## config.mk

```make
export PLATFORM = sky130hd
export DESIGN_NAME = spmv_result_packer_flat
export DESIGN_NICKNAME = d
export VERILOG_FILES = /design/src/rtl/spmv_result_packer_if.sv /design/src/rtl/spmv_result_packer.sv /design/src/flat_wrapper.sv
export SDC_FILE = /design/constraint.sdc
export NUM_CORES = 2
export LEC_CHECK = 0
export ABC_CLOCK_PERIOD_IN_PS = 8000
export CAP_MARGIN = 20
export CORE_MARGIN = 3
export CORE_UTILIZATION = 43
export DETAILED_ROUTE_END_ITERATION = 8
export GPL_TIMING_DRIVEN = 0
export HOLD_SLACK_MARGIN = 0.12
export PLACE_DENSITY = 0.7
export SLEW_MARGIN = 25
export SYNTH_ARGS = -nofsm -noshare
export SYNTH_HDL_FRONTEND = slang
export SYNTH_SLANG_ARGS = --single-unit
```

## constraint.sdc

```tcl
create_clock -name clk -period 8 [get_ports clk]
set_input_delay 1.6 -clock clk [delete_from_list [all_inputs] [get_ports clk]]
set_output_delay 1.6 -clock clk [all_outputs]
set_load 0.1 [all_outputs]
```

## src/rtl/spmv_result_packer_if.sv

```systemverilog
// Stream bundle for the SpMV result packer: row-count config, row results in, packed beats out.
interface spmv_result_packer_if;
   logic [31:0]  S_AXIS_CFG_tdata;
   logic         S_AXIS_CFG_tvalid;
   logic         S_AXIS_CFG_tready;
   logic [255:0] S_AXIS_IN_tdata;
   logic         S_AXIS_IN_tvalid;
   logic         S_AXIS_IN_tready;
   logic [511:0] M_AXIS_OUT_tdata;
   logic [63:0]  M_AXIS_OUT_tkeep;
   logic         M_AXIS_OUT_tlast;
   logic         M_AXIS_OUT_tvalid;
   logic         M_AXIS_OUT_tready;

   modport slave (
      input  S_AXIS_CFG_tdata, S_AXIS_CFG_tvalid,
      output S_AXIS_CFG_tready,
      input  S_AXIS_IN_tdata, S_AXIS_IN_tvalid,
      output S_AXIS_IN_tready,
      output M_AXIS_OUT_tdata, M_AXIS_OUT_tkeep, M_AXIS_OUT_tlast, M_AXIS_OUT_tvalid,
      input  M_AXIS_OUT_tready
   );

   modport master (
      output S_AXIS_CFG_tdata, S_AXIS_CFG_tvalid,
      input  S_AXIS_CFG_tready,
      output S_AXIS_IN_tdata, S_AXIS_IN_tvalid,
      input  S_AXIS_IN_tready,
      input  M_AXIS_OUT_tdata, M_AXIS_OUT_tkeep, M_AXIS_OUT_tlast, M_AXIS_OUT_tvalid,
      output M_AXIS_OUT_tready
   );
endinterface

```

## src/rtl/spmv_result_packer.sv

```systemverilog
// Rounds/saturates Q128.128 row results to Q32.32 and packs eight per 512-bit beat with tlast per job.
module spmv_result_packer #(
   parameter int unsigned IN_FRAC  = 128,
   parameter int unsigned OUT_FRAC = 32
) (
   input  logic                clk,
   input  logic                rst,
   spmv_result_packer_if.slave bus,
   output logic                done,
   output logic [31:0]         sat_count
);
   localparam int unsigned IN_W   = 256;
   localparam int unsigned LANE_W = 64;
   localparam int unsigned OUT_W  = 512;
   localparam int unsigned KEEP_W = 64;
   localparam int unsigned CNT_W  = 32;
   localparam int unsigned SHIFT  = IN_FRAC - OUT_FRAC;
   localparam logic signed [IN_W:0] ROUND = {{IN_W{1'b0}}, 1'b1} << (SHIFT - 1);
   localparam logic [LANE_W-1:0] POS_MAX = {1'b0, {(LANE_W-1){1'b1}}};
   localparam logic [LANE_W-1:0] NEG_MIN = {1'b1, {(LANE_W-1){1'b0}}};

   typedef enum logic [1:0] {IDLE, RUN, DRAIN} state_t;

   state_t             state;
   logic [CNT_W-1:0]   rows_left;
   logic [2:0]         lane;
   logic [OUT_W-1:0]   pack;
   logic [OUT_W-1:0]   out_data;
   logic [KEEP_W-1:0]  out_keep;
   logic               out_last;
   logic               out_valid;
   logic               cfg_ready;

   logic signed [IN_W:0] sum_c;
   logic signed [IN_W:0] shifted_c;
   logic                 sat_pos_c;
   logic                 sat_neg_c;
   logic [LANE_W-1:0]    conv_c;
   logic [OUT_W-1:0]     pack_next_c;
   logic [KEEP_W-1:0]    keep_c;
   logic                 in_ready_c;
   logic                 in_fire_c;
   logic                 out_fire_c;
   logic                 cfg_fire_c;
   logic                 last_row_c;
   logic                 beat_c;

   // Round half toward +inf at 257 bits, then clamp to the signed 64-bit lane range.
   always_comb begin
      sum_c     = $signed({bus.S_AXIS_IN_tdata[IN_W-1], bus.S_AXIS_IN_tdata}) + ROUND;
      shifted_c = sum_c >>> SHIFT;
      sat_pos_c = !shifted_c[IN_W] && (|shifted_c[IN_W-1:LANE_W-1]);
      sat_neg_c = shifted_c[IN_W] && !(&shifted_c[IN_W-1:LANE_W-1]);
      conv_c    = shifted_c[LANE_W-1:0];
      if (sat_pos_c) conv_c = POS_MAX;
      if (sat_neg_c) conv_c = NEG_MIN;
   end

   always_comb begin
      in_ready_c  = (state == RUN) && (!out_valid || bus.M_AXIS_OUT_tready);
      in_fire_c   = bus.S_AXIS_IN_tvalid && in_ready_c;
      out_fire_c  = out_valid && bus.M_AXIS_OUT_tready;
      cfg_fire_c  = bus.S_AXIS_CFG_tvalid && cfg_ready;
      last_row_c  = (rows_left == CNT_W'(1));
      beat_c      = in_fire_c && ((lane == 3'd7) || last_row_c);
      pack_next_c = pack;
      pack_next_c[LANE_W*lane +: LANE_W] = conv_c;
      // ~lane == 7-lane, so this leaves 8*(lane+1) ones.
      keep_c      = {KEEP_W{1'b1}} >> {~lane, 3'b000};
   end

   always_ff @(posedge clk) begin
      if (rst) begin
         state     <= IDLE;
         rows_left <= '0;
         lane      <= '0;
         pack      <= '0;
         out_data  <= '0;
         out_keep  <= '0;
         out_last  <= 1'b0;
         out_valid <= 1'b0;
         cfg_ready <= 1'b0;
         done      <= 1'b0;
         sat_count <= '0;
      end else begin
         done <= 1'b0;
         if (out_fire_c) out_valid <= 1'b0;
         case (state)
            IDLE: begin
               cfg_ready <= 1'b1;
               if (cfg_fire_c) begin
                  rows_left <= bus.S_AXIS_CFG_tdata;
                  lane      <= '0;
                  pack      <= '0;
                  sat_count <= '0;
                  if (bus.S_AXIS_CFG_tdata == '0) begin
                     done <= 1'b1;
                  end else begin
                     state     <= RUN;
                     cfg_ready <= 1'b0;
                  end
               end
            end
            RUN: begin
               if (in_fire_c) begin
                  rows_left <= rows_left - CNT_W'(1);
                  if ((sat_pos_c || sat_neg_c) && (sat_count != '1))
                     sat_count <= sat_count + CNT_W'(1);
                  if (beat_c) begin
                     out_data  <= pack_next_c;
                     out_keep  <= keep_c;
                     out_last  <= last_row_c;
                     out_valid <= 1'b1;
                     pack      <= '0;
                     lane      <= '0;
                     if (last_row_c) state <= DRAIN;
                  end else begin
                     pack <= pack_next_c;
                     lane <= lane + 3'd1;
                  end
               end
            end
            DRAIN: begin
               if (out_fire_c && out_last) begin
                  done      <= 1'b1;
                  state     <= IDLE;
                  cfg_ready <= 1'b1;
               end
            end
            default: state <= IDLE;
         endcase
      end
   end

   assign bus.S_AXIS_CFG_tready = cfg_ready;
   assign bus.S_AXIS_IN_tready  = in_ready_c;
   assign bus.M_AXIS_OUT_tdata  = out_data;
   assign bus.M_AXIS_OUT_tkeep  = out_keep;
   assign bus.M_AXIS_OUT_tlast  = out_last;
   assign bus.M_AXIS_OUT_tvalid = out_valid;
endmodule
```

## src/flat_wrapper.sv

```systemverilog
// flat-port wrapper written by rule: the top's interface ports become plain ports
module spmv_result_packer_flat 
#(
   parameter int unsigned IN_FRAC  = 128,
   parameter int unsigned OUT_FRAC = 32
)
  (clk, rst, done, sat_count, bus_S_AXIS_CFG_tdata, bus_S_AXIS_CFG_tvalid, bus_S_AXIS_CFG_tready, bus_S_AXIS_IN_tdata, bus_S_AXIS_IN_tvalid, bus_S_AXIS_IN_tready, bus_M_AXIS_OUT_tdata, bus_M_AXIS_OUT_tkeep, bus_M_AXIS_OUT_tlast, bus_M_AXIS_OUT_tvalid, bus_M_AXIS_OUT_tready);
  spmv_result_packer_if bus_i ();
  input  logic clk;
  input  logic rst;
  output logic done;
  output logic [31:0] sat_count;
  input wire logic [$bits(bus_i.S_AXIS_CFG_tdata)-1:0] bus_S_AXIS_CFG_tdata;
  input wire logic [$bits(bus_i.S_AXIS_CFG_tvalid)-1:0] bus_S_AXIS_CFG_tvalid;
  output wire logic [$bits(bus_i.S_AXIS_CFG_tready)-1:0] bus_S_AXIS_CFG_tready;
  input wire logic [$bits(bus_i.S_AXIS_IN_tdata)-1:0] bus_S_AXIS_IN_tdata;
  input wire logic [$bits(bus_i.S_AXIS_IN_tvalid)-1:0] bus_S_AXIS_IN_tvalid;
  output wire logic [$bits(bus_i.S_AXIS_IN_tready)-1:0] bus_S_AXIS_IN_tready;
  output wire logic [$bits(bus_i.M_AXIS_OUT_tdata)-1:0] bus_M_AXIS_OUT_tdata;
  output wire logic [$bits(bus_i.M_AXIS_OUT_tkeep)-1:0] bus_M_AXIS_OUT_tkeep;
  output wire logic [$bits(bus_i.M_AXIS_OUT_tlast)-1:0] bus_M_AXIS_OUT_tlast;
  output wire logic [$bits(bus_i.M_AXIS_OUT_tvalid)-1:0] bus_M_AXIS_OUT_tvalid;
  input wire logic [$bits(bus_i.M_AXIS_OUT_tready)-1:0] bus_M_AXIS_OUT_tready;
  assign bus_i.S_AXIS_CFG_tdata = bus_S_AXIS_CFG_tdata;
  assign bus_i.S_AXIS_CFG_tvalid = bus_S_AXIS_CFG_tvalid;
  assign bus_S_AXIS_CFG_tready = bus_i.S_AXIS_CFG_tready;
  assign bus_i.S_AXIS_IN_tdata = bus_S_AXIS_IN_tdata;
  assign bus_i.S_AXIS_IN_tvalid = bus_S_AXIS_IN_tvalid;
  assign bus_S_AXIS_IN_tready = bus_i.S_AXIS_IN_tready;
  assign bus_M_AXIS_OUT_tdata = bus_i.M_AXIS_OUT_tdata;
  assign bus_M_AXIS_OUT_tkeep = bus_i.M_AXIS_OUT_tkeep;
  assign bus_M_AXIS_OUT_tlast = bus_i.M_AXIS_OUT_tlast;
  assign bus_M_AXIS_OUT_tvalid = bus_i.M_AXIS_OUT_tvalid;
  assign bus_i.M_AXIS_OUT_tready = bus_M_AXIS_OUT_tready;
  spmv_result_packer #(.IN_FRAC(IN_FRAC), .OUT_FRAC(OUT_FRAC)) u_core (.clk(clk), .rst(rst), .bus(bus_i), .done(done), .sat_count(sat_count));
endmodule
```

Word-level counts from Yosys, hierarchy flattened
Cells that the tools add are included.
{"block": "op_classes", "n_shift": 3, "order_cmp": 0, "addsub": 5, "n_mul": 0, "n_reduce_logical": 26, "eq_ne": 12, "muxes": 36, "div_mod_pow": 0, "bitwise_logic": 1}
{"operator": "two-way mux 512 bit", "count": 3}
{"operator": "case mux 512 bit (2 select lines)", "count": 1}
{"operator": "bitwise mux 512 bit", "count": 1}
{"operator": "variable shift 64 x 34 -> 512 bit, first input constant", "count": 1}
{"operator": "indexed part select 64 x 34 -> 512 bit", "count": 1}
{"operator": "adder 256 x 97 -> 257 bit, second input constant", "count": 1}
{"operator": "two-way mux 32 bit", "count": 5}
{"operator": "two-way mux 64 bit", "count": 2}
{"operator": "case mux 32 bit (2 select lines)", "count": 2}
{"operator": "AND reduction 98 bit", "count": 1}
{"operator": "OR reduction 98 bit", "count": 1}
{"operator": "right shift 64 x 6 -> 64 bit, first input constant", "count": 1}
{"operator": "negation 9 -> 34 bit", "count": 1}
{"operator": "adder 32 x 1 -> 32 bit, second input constant", "count": 1}
{"operator": "== test 32 x 1 -> 1 bit, second input constant", "count": 1}
{"operator": "zero test 32 bit", "count": 1}
{"operator": "!= test 32 bit, second input constant", "count": 1}
{"operator": "subtractor 32 x 1 -> 32 bit, second input constant", "count": 1}
{"operator": "two-way mux 2 bit", "count": 6}
{"operator": "!= test 2 x 1 -> 1 bit, second input constant", "count": 5}
{"operator": "logical AND 1 bit", "count": 9}
{"operator": "two-way mux 1 bit", "count": 9}
{"operator": "two-way mux 3 bit", "count": 3}
{"operator": "case mux 2 bit (3 select lines)", "count": 1}
{"operator": "16 further kinds", "count": 24}
{"block": "totals", "reg_bits": 1161, "memories": 0, "ramBits": 0, "latch_bits": 0, "mem_bits_ro": 0, "in_bits": 293}

Longest topological paths before layout
{"block": "depth", "ltp_word": 10, "ltp_mapped": 17, "ltp_nobuf": 13}

Worst setup path after synthesis
OpenSTA, ideal clock, no wires.
{"block": "synth_timing", "kind": "input -> register", "startpoint": "input bus_S_AXIS_IN_tdata[217]", "endpoint": "register u_core.out_data[5], in the netlist u_core.bus.M_AXIS_OUT_tdata[5]", "n_path_buf": 4, "setup_time_ns": 0.133, "cell_stages": 16, "setup_slack_ns": 2.472, "required_ns": 7.867, "arrival_time_ns": 5.395, "path_cell_list": "clkbuf_1 -> nand4_1 -> nor4_1 -> nand2_1 -> or4_1 -> o21ai_1 -> and3_1 -> nand4_1 -> or4_1 -> o31ai_4 -> buf_6 -> buf_6 -> buf_4 -> nand2_1 -> a221oi_1 -> nor3_1"}
{"block": "synth_between", "elab_chain_cells": 7}
{"element": "from (decl)", "line_no": "flat_wrapper.sv:16", "rtl": "input wire logic [$bits(bus_i.S_AXIS_IN_tdata)-1:0] bus_S_AXIS_IN_tdata;"}
{"element": "adder 256 x 97 -> 257 bit *", "line_no": "spmv_result_packer.sv:50", "rtl": "sum_c = $signed({bus.S_AXIS_IN_tdata[IN_W-1], bus.S_AXIS_IN_tdata}) + ROUND;"}
{"element": "OR reduction 98 bit, or another cell as far along", "line_no": "spmv_result_packer.sv:52", "rtl": "sat_pos_c = !shifted_c[IN_W] && (|shifted_c[IN_W-1:LANE_W-1]);"}
{"element": "logical AND 1 bit or zero test 1 bit (tied branches)", "line_no": "spmv_result_packer.sv:52, spmv_result_packer.sv:53"}
{"element": "two-way mux 64 bit or logical AND 1 bit (tied branches)", "line_no": "spmv_result_packer.sv:55, spmv_result_packer.sv:53"}
{"element": "two-way mux 64 bit *", "line_no": "spmv_result_packer.sv:56", "rtl": "if (sat_neg_c) conv_c = NEG_MIN;"}
{"element": "indexed part select 64 x 34 -> 512 bit *", "line_no": "spmv_result_packer.sv:67", "rtl": "pack_next_c[LANE_W*lane +: LANE_W] = conv_c;"}
{"element": "bitwise mux 512 bit *", "line_no": "spmv_result_packer.sv:67"}
{"element": "to (signal assigned)", "line_no": "spmv_result_packer.sv:110", "rtl": "out_data <= pack_next_c;"}
{"element": "to (decl)", "line_no": "spmv_result_packer.sv:28", "rtl": "logic [OUT_W-1:0] out_data;"}
Every way passes the cells marked *; elsewhere a longest branch is shown, timed or not.
A chain may end at the register's enable or synchronous reset.

Worst setup path in the final report
{"block": "layout_timing", "startpoint": "input bus_S_AXIS_IN_tdata[104]", "endpoint": "register u_core.out_data[450], in the netlist u_core.bus.M_AXIS_OUT_tdata[450]"}
The elaborated chain is that of the path after synthesis.

==> flow_summary_export.csv <==
group,metric,value,unit
status,run_status,"finished, violations left",
status,violations,"negative setup slack",
clock_network,cts_buffer_depth,3,
timing,rsz0062_at_grt,"no",
route,detailedRoute.firstPassIterationCount,8,
synth,netlist_area,51000,um^2
hold_path,timing.hold.worst_path_depth,2,
worst_setup_path,critPathArrivalTime,8.68,ns
synth,post_synthesis_net_count,6418,
timing,whs,0.447,ns
clock_network,clock_sink_count,1105,
synth,syn_area_per_cell,8.34,um^2
final_layout,fin_util,55.1,%
route,topRoutingLayerUsed,"met5",
route,wirelength,273000,um
pwr,static-leakage-power,21.2,nW
global_route,number_of_antenna_violations_at_the_first_check_in_global_routing,32,
route,ant_nets,0,
synth,synth_enable_flop_cells,0,
worst_setup_path,number_of_buffers_and_inverters_on_the_critical_path,2,
timing,minimum_clock_period_after_layout,8.05,ns
synth,async_flop_share,0,%
timing,layout_worst_path_cycle_share,101,%
floorplan,pin_count,906,
final_layout,final_layout_size_suffix_gt1_share,11.4,%
route,drt-wirelength-per-cell,31.5,um
route,routed_via_density,6.48,
placed_design,routabilityCongestion,1.05,
route,detailroute.wirelength.met2,116000,um
global_route,grt_first_pass_wirelength,377000,um
clock_network,root_buffer,"clkbuf_16",
placed_design,port_buffers,788,
timing,fin_setup_tns,-0.0583,ns
worst_setup_path,worstSetupStartpointType,"primary input",
route,route.met3.wl,38200,um
job,max_cap_violations,0,
final_layout,synthToLayoutAreaGrowth,26.3,%
worst_setup_path,cpMaxStageDelayCell,"nor4_1",
timing,drv_slew,0,
timing,worst_slew_margin_rel,19.3,%
hold_path,worst_hold_path_type,"reg -> reg",
timing,tightest_slew,1.21,ns
pwr,power.density,192,nW/um^2
global_route,grt_overflow,0,
clock_network,worstSkewPairLatency,0.75,ns
timing,finalSetupViolCount,2,
floorplan,initial_core_util,43.6,%
final_layout,layout.cells.most_common,"dfxtp_1",
synth,postSynthRegisterBits,1105,
route,drtIter0Drc,8134,
route,drt-met1-wl,98800,um
worst_setup_path,setup.worst_path.end_class,"register",
floorplan,die_area,123000,um^2
timing,timing.fmax,124,MHz
final_layout,finalNetCount,7327,
synth,synth.lib_cells_used.distinct,90,
worst_setup_path,cells_along_the_critical_path,"clkdlybuf4s50_1, nand4_4, nor4_4, nand4_1, nor4_1, o22ai_1, nor4_1, nand4_1, and4b_1, nand3_4, buf_12, a221oi_4, a221oi_1, nor3_1",
global_route,first_global_vias,51000,
worst_setup_path,cp_max_fo,10,
synth,synth_flop_cell,"dfxtp_1",
floorplan,dieHeight,350,um
global_route,groute.usage.overall,42.4,%
worst_setup_path,critPathMaxStageDelay,0.99,ns
worst_setup_path,critical_path_cell_count,14,
floorplan,die_width,350,um
worst_setup_path,setup.worst_path.class,"in -> reg",
synth,cell_count_after_synthesis,6114,
floorplan,coreArea,117000,um^2
route,route.detailed.drc,0,
worst_setup_path,critPathRequiredTime,8.63,ns
synth,synth.yosys.warnings,0,
timing,clock_skew,0.0446,ns
worst_setup_path,rr_worst_depth,11,
clock_network,tritoncts_clock_tree,"built",
worst_setup_path,timing.critical_path.max_delay_family,"simple AND/OR/NAND/NOR gates",
final_layout,layout_common_cells,"dfxtp_1, nand2_1, clkdlybuf4s50_1, nor2_1, clkbuf_1",
pwr,ir_drop,173,uV
route,dr_total_vias,56100,
clock_network,cts.htree.levels,3,
timing,timing.final.ws_setup,-0.0500,ns
placed_design,post-dp-hpwl,217000,um
timing,finalHoldViolations,0,
floorplan,fp_rows,125,
global_route,grt_max_degree,18,
synth,ys_seq_area_share,43.4,%
clock_network,ctsHoldBuffers,0,
clock_network,clkSlewWorstSetupHoldPaths,0.06,ns
clock_network,cts_inserted_buffers,114,
[worst paths after layout]
path | from | endpoint | slack (ns)
max | bus_S_AXIS_IN_tdata[104] | u_core.bus.M_AXIS_OUT_tdata[450]$_SDFFE_PP0P_ | -0.05
min | u_core.pack[409]$_SDFFE_PP0P_ | u_core.pack[409]$_SDFFE_PP0P_ | 0.45
max reg2reg | u_core.rows_left[24]$_SDFFE_PP0P_ | u_core.bus.M_AXIS_OUT_tdata[4]$_SDFFE_PP0P_ | 2.49
min reg2reg | u_core.pack[409]$_SDFFE_PP0P_ | u_core.pack[409]$_SDFFE_PP0P_ | 0.45
[logic make-up after synthesis]
family / Yosys count / share of synthesized area [%]
AND/OR/NAND/NOR: 2570 / 23.8
AO/OA/AOI/OAI: 1684 / 24.8
XOR/XNOR: 139 / 2.39
adder cells (fa/ha/maj): 11 / 0.270
buffers and inverters: 601 / 5.23
flip-flops: 1105 / 43.4
multiplexers: 4 / 0.0786
[final cells by class]
class	instances	area [um^2]
fill	10900	52500
multi-input combinational	4408	26300
sequential	1105	22100
timing repair buffer	793	7370
clock buffer	163	3320
buffer	560	2540
tap	1524	1910
clock inverter	50	636
inverter	41	154
antenna	19	47.5
[registers in the layout (all words and copies together) (netlist names), 2 cells and up]
name	flops
u_core.bus.M_AXIS_OUT_tdata	512
u_core.pack	512
u_core.rows_left	32
u_core.sat_count	32
u_core.bus.M_AXIS_OUT_tkeep	8
u_core.lane	3
u_core.state	2
[worst register-to-register path: cells and delay by family (launching register included)]
kind | cells | cell delay [ns]
flip-flops | 1 | 0.36
AND/OR/NAND/NOR | 6 | 2.01
buffers and inverters | 5 | 3.06
[power by group]
part	total (W)	internal, W	leakage (nW)	switching, W
Clock	0.00565	0.00322	1.94	0.00243
Sequential	0.00556	0.00553	8.90	0.0000296
Combinational	0.00115	0.000267	10.4	0.000884
Total	0.0124	0.00902	21.2	0.00334
[repair_timing]
| item | 4_1_cts | 5_1_grt |
|---|---|---|
| resized for setup | 0 | 1 |
| setup endpoints to repair | 0 | 14 |
| hold endpoints to repair | 0 | 0 |
| buffers inserted | 0 | 0 |
[Yosys cell counts, types with 19 or more instances]
library cell	n	share of area [%]
nor2_1	569	4.2
a31oi_1	65	0.80
a211oi_1	71	1.0
and3_1	31	0.38
buf_2	33	0.32
or3_1	36	0.44
o21ai_0	327	3.2
a32oi_1	25	0.43
clkbuf_1	429	3.2
nand2_4	20	0.44
nor4_1	111	1.4
a21oi_1	349	3.4
a22o_1	44	0.76
nor3_1	207	2.0
a221oi_2	21	0.62
and2_1	24	0.29
a211oi_2	224	5.5
nand4_1	184	2.3
o21ai_1	275	2.7
buf_1	19	0.14
a221oi_1	94	1.6
inv_1	41	0.30
xnor2_1	88	1.5
o221ai_1	45	0.77
nand3_1	137	1.3
xor2_1	51	0.88
and4_1	74	1.3
or4_1	27	0.40
a221oi_4	33	1.7
dfxtp_1	1105	43
buf_4	66	0.97
nand2_1	1065	7.8
[routing by layer]
| layer | vias to the layer above | track usage (%) |
|---|---|---|
| li1 | 23900 | - |
| met1 | 27000 | 51.8 |
| met2 | 4301 | 63.9 |
| met3 | 882 | 14.9 |
| met4 | 8 | 26.1 |
| met5 | - | 0 |
[per-stage QoR]
step / area (um^2) / total power, W / instances / setup WS (ns)
detailed placement: 60300 / 0.00677 / 8430 / -0.344
floorplan: 51000 / 0.00623 / 6114 / 2.47
global placement: 60800 / 0.00676 / 8426 / -0.576
CTS: 64300 / 0.0123 / 8643 / 0.381
finish: 64400 / 0.0124 / 8663 / -0.0500
global route: 64300 / 0.0126 / 8658 / 0.0344
(Power assumes the default switching activity.)
